$ cat config.mk
export PLATFORM = sky130hd
export DESIGN_NAME = load_store_unit
export DESIGN_NICKNAME = d
export VERILOG_FILES = /design/src/rtl/load_store_unit.sv
export SDC_FILE = /design/constraint.sdc
export NUM_CORES = 1
export LEC_CHECK = 0
export CORE_MARGIN = 2
export CORE_UTILIZATION = 29
export DETAILED_ROUTE_END_ITERATION = 7
export GPL_TIMING_DRIVEN = 0
export PLACE_DENSITY = 0.61
export SETUP_SLACK_MARGIN = 0.05
export SLEW_MARGIN = 20
export SYNTH_ARGS = -nofsm -noshare
export SYNTH_HDL_FRONTEND = slang
export SYNTH_SLANG_ARGS = --single-unit
$ cat constraint.sdc
create_clock -name clk -period 2.3 [get_ports clk]
set_clock_uncertainty 0.15 [all_clocks]
set_input_delay 0.46 -clock clk [delete_from_list [all_inputs] [get_ports clk]]
set_output_delay 0.46 -clock clk [all_outputs]
set_load 0.005 [all_outputs]
$ cat src/rtl/load_store_unit.sv
// Load/store front end for the multicycle CPU's byte-addressed data memory: IDLE -> ACCESS -> RESP.
// Define LSU_MISALIGN_CHECK_EN to flag and suppress misaligned half/word accesses.
module load_store_unit #(
    parameter int ADDR_W = 9
) (
    input  logic              clk,
    input  logic              rst,
    input  logic              req_valid,
    output logic              req_ready,
    input  logic              req_we,
    input  logic [1:0]        req_size,
    input  logic              req_sext,
    input  logic [ADDR_W-1:0] req_addr,
    input  logic [31:0]       req_wdata,
    output logic              rsp_valid,
    output logic [31:0]       rsp_rdata,
    output logic              rsp_err,
    output logic              mem_we,
    output logic [ADDR_W-1:0] mem_addr,
    output logic [31:0]       mem_din,
    output logic [1:0]        mem_whb,
    input  logic [31:0]       mem_dout
);

    // Store-size codes shared with the data memory (STOREwhb_SW/SH/SB).
    localparam logic [1:0] STOREWHB_SW = 2'b00;
    localparam logic [1:0] STOREWHB_SH = 2'b01;
    localparam logic [1:0] STOREWHB_SB = 2'b10;

    typedef enum logic [1:0] {
        S_IDLE   = 2'd0,
        S_ACCESS = 2'd1,
        S_RESP   = 2'd2
    } state_t;

    state_t      state, state_nxt;
    logic        accept;
    logic        we_q, sext_q, err_q;
    logic [1:0]  size_q;
    logic        err_d;
    logic [31:0] shift_b, shift_h, load_val;

    // Handshake: a request transfers on a rising edge where req_valid & req_ready;
    // rsp_valid is a single-cycle pulse with no backpressure.
    assign accept = req_valid & req_ready;

`ifdef LSU_MISALIGN_CHECK_EN
    assign err_d = ((req_size == 2'b01) & req_addr[0]) | (req_size[1] & (|req_addr[1:0]));
`else
    assign err_d = 1'b0;
`endif

    always_ff @(posedge clk) begin
        if (rst) begin
            state <= S_IDLE;
        end else begin
            state <= state_nxt;
        end
    end

    always_comb begin
        state_nxt = state;
        req_ready = 1'b0;
        rsp_valid = 1'b0;
        rsp_err   = 1'b0;
        mem_we    = 1'b0;
        case (state)
            S_IDLE: begin
                req_ready = 1'b1;
                if (req_valid) state_nxt = S_ACCESS;
            end
            S_ACCESS: begin
                // Gating with rst keeps a reset sampled this cycle from committing the write.
                mem_we    = we_q & ~err_q & ~rst;
                state_nxt = S_RESP;
            end
            S_RESP: begin
                rsp_valid = 1'b1;
                rsp_err   = err_q;
                state_nxt = S_IDLE;
            end
            default: state_nxt = S_IDLE;
        endcase
    end

    always_ff @(posedge clk) begin
        if (rst) begin
            we_q     <= 1'b0;
            size_q   <= 2'b10;
            sext_q   <= 1'b0;
            err_q    <= 1'b0;
            mem_addr <= '0;
            mem_din  <= '0;
            mem_whb  <= STOREWHB_SW;
        end else if (accept) begin
            we_q     <= req_we;
            size_q   <= req_size;
            sext_q   <= req_sext;
            err_q    <= err_d;
            mem_addr <= req_addr;
            mem_din  <= req_wdata;
            case (req_size)
                2'b00:   mem_whb <= STOREWHB_SB;
                2'b01:   mem_whb <= STOREWHB_SH;
                default: mem_whb <= STOREWHB_SW;
            endcase
        end
    end

    // Lane selection: halves use addr[1] only, so an unchecked odd half reads the aligned lane.
    assign shift_b = mem_dout >> {mem_addr[1:0], 3'b000};
    assign shift_h = mem_dout >> {mem_addr[1], 4'b0000};

    always_comb begin
        load_val = mem_dout;
        case (size_q)
            2'b00:   load_val = {{24{sext_q & shift_b[7]}}, shift_b[7:0]};
            2'b01:   load_val = {{16{sext_q & shift_h[15]}}, shift_h[15:0]};
            default: load_val = mem_dout;
        endcase
    end

    always_ff @(posedge clk) begin
        if (rst) begin
            rsp_rdata <= '0;
        end else if (state == S_ACCESS && !we_q && !err_q) begin
            rsp_rdata <= load_val;
        end
    end

endmodule

==> results.cfg <==
[grt]
grt_pass1_wl_mm = 17.8
grt_start_max_net_pins = 14
grt_pass1_vias = 3559
overflow = 0
antenna_found_initial = 0
grt.total_usage = 0.180

[worst_setup_path]
start_kind = input pin
path_max_fanout = 10
slowest_delay_ns = 0.56
cp_common_cell = nor2_1
worstPathCellList = clkdlybuf4s50_1 > mux2i_1 > nor2_1 > o41ai_4 > buf_6 > nor2_1
worstSetupEndpointType = register
worstPathArrival_ns = 2.17
critPathRequiredTime_ns = 2.38
reg2reg_depth = 6
worstSetupPathType = input pin to register
cpMaxStageDelayCell = o41ai_4

[route]
avgRoutedWirePerCell_um = 15.3
dr_total_vias = 3468
avgViaCountPerCell = 4.76
dr.pass1.iters = 4
totalWireLength_mm = 11.1
drt_iter0_drc = 149
ant_nets = 0
drc = 0

[clock_tree]
cts.sinks = 81
cts_made_buffers = 9
cts_htree_levels = 3
clockBufferDepth = 2
hold_buffers = 0
clk_latency_ns = 0.33
postCtsSetupRepairBufs = 0
clk_pin_slew_ns = 0.06
cts_root_buf = clkbuf_16
cts_tree = built

[timing]
post-route-period-util = 0.913
rsz0062_at_grt = yes
setup_violations = 0
slew_violations = 0
worst-slew-pin-transition_ns = 0.587
relSlewSlack = 0.609
final_hold_viol_count = 0
period_minus_slack_ns = 2.10
hold_ws_ns = 0.303
max_freq_mhz = 476

[power_and_ir_drop]
worst_ir_drop_vdd_mv = 0.355
leakage_nw = 1.98
total_power_mw = 3.60
power_density_mw_per_mm2 = 668

[placement]
io_buffer_count = 157
dp.cells = 712
place_congestion = 0.866
dp_hpwl_mm = 8.44

[cells_and_area]
ff_latch_area_mm2 = 0.00162
final_cells = 728
final_nets = 660
fill_cells = 1150
layout.cells.most_common_list = clkdlybuf4s50_1 (155), nand2_1 (101), dfxtp_1 (80)
final_common_cell = clkdlybuf4s50_1
multi_input_area_mm2 = 0.00154
drive_gt1_frac = 0.0513
syn_to_final_growth_pct = 61.7
diodes = 0

[floorplan]
core_area_mm2 = 0.0113
die_h_um = 111
initial_utilization = 0.295
dieArea_mm2 = 0.0124
num_io_pins = 159
rows = 39
fp.dieW_um = 111

[logic_synthesis]
ys_ff_latch = 81
synth_xor_xnor_area_share = 0
synth_simple_gate_area_frac = 0.215
post_synth_mux_area_share = 0.0304
synth_adder_area_share = 0
ys.warnings.count = 0
syn_nets = 492
synth_compound_area_frac = 0.211
seq_area_frac_synth = 0.486
synth_top_family_by_area = simple AND/OR/NAND/NOR gates
async_reset_ff_frac = 0
syn_inst = 412
synth_cell_types = 32
synth.avg_cell_area_um2 = 8.09
syn-cell-area_mm2 = 0.00333
synth_edf_count = 0
dominantRegCellSynth = dfxtp_1

[run_status]
status = finished clean

[hold_path]
holdPathStages = 2
hold_path.class = register to register

[run]
maxCapViolCount = 0
-- power by group --
part           switching [mW]  internal [mW]  total [mW]  leakage [nW]
logic                   0.287          0.373       0.660          1.17
clock network           0.574          0.818        1.39         0.145
registers              0.0557           1.50        1.55         0.665
-- metrics by stage --
step / setup TNS (ns) / worst slack (ns) / utilization / area [um2]
after detailed placement: -2.37 / -0.197 / 0.449 / 5080
after global placement: -1.70 / -0.177 / 0.449 / 5080
after global routing: 0 / 0.0399 / 0.476 / 5390
after floorplan: 0 / 0.550 / - / 3330
final: 0 / 0.200 / 0.476 / 5390
after CTS: 0 / 0.0672 / 0.475 / 5380
-- cell usage after synthesis, types with 4 or more instances --
library cell / n / area [um2]
a21oi_1: 56 / 280
a221o_1: 7 / 70.1
a221oi_1: 8 / 70.1
buf_1: 8 / 30.0
buf_2: 4 / 20.0
clkbuf_1: 17 / 63.8
dfxtp_1: 81 / 1620
inv_1: 10 / 37.5
mux2i_1: 9 / 90.1
nand2_1: 101 / 379
nand3b_1: 17 / 128
nor2_1: 28 / 105
o21ai_0: 30 / 150
o22ai_1: 9 / 56.3
-- cell families after synthesis --
kind of cell | count (synthesis)
buffers and inverters | 43
other | 1
AND/OR/NAND/NOR | 162
multiplexers | 10
flip-flops | 81
AO/OA/AOI/OAI | 115
-- area by class of cell --
cell class | instances | area share
plain buffers | 33 | 0.0281
clock buffers | 12 | 0.0494
well taps | 143 | 0.0332
flip-flops and latches | 81 | 0.301
inverters | 10 | 0.00696
clock inverters | 4 | 0.00487
multi-input cells | 288 | 0.285
repair buffers | 157 | 0.292
-- what timing repair did --
item	in CTS	in global routing
gates resized for setup	2	3
setup endpoints to repair	1	11
endpoints found under the hold margin	0	0
gates cloned	0	0
pin swaps	0	1
-- registers in the layout (all words and copies together) (netlist names) --
| register | count |
|---|---|
| mem_addr | 9 |
| mem_din | 32 |
| mem_whb | 2 |
| rsp_rdata | 32 |
| sext_q | 1 |
| size_q | 2 |
| state | 2 |
| we_q | 1 |
-- worst paths after layout --
| kind | from | end | slack, ns |
|---|---|---|---|
| setup / recovery | mem_dout[31] | rsp_rdata[26]$_SDFFE_PP0P_ | 0.20 |
| hold / removal | mem_din[4]$_SDFFE_PP0P_ | mem_din[4]$_SDFFE_PP0P_ | 0.30 |
| setup reg to reg | state[1]$_SDFFE_PP0P_ | rsp_rdata[28]$_SDFFE_PP0P_ | 0.22 |
| hold reg to reg | mem_din[4]$_SDFFE_PP0P_ | mem_din[4]$_SDFFE_PP0P_ | 0.30 |
-- critical path, delay by kind of cell --
family	cells	cell delay [ns]
and+or+nand+nor	2	0.19
buffers and inverters	2	0.64
muxes	1	0.31
AOI/OAI and AO/OA	1	0.56
-- metal layers --
metal / global-route usage / vias to the layer above / wire length [um]
met2: 0.297 / 140 / 5130
met5: 0 / - / 0
li1: - / 1740 / -
met1: 0.212 / 1579 / 4660
met4: 0.0568 / 0 / 123
met3: 0.0765 / 9 / 1210
(Power assumes the default switching activity.)
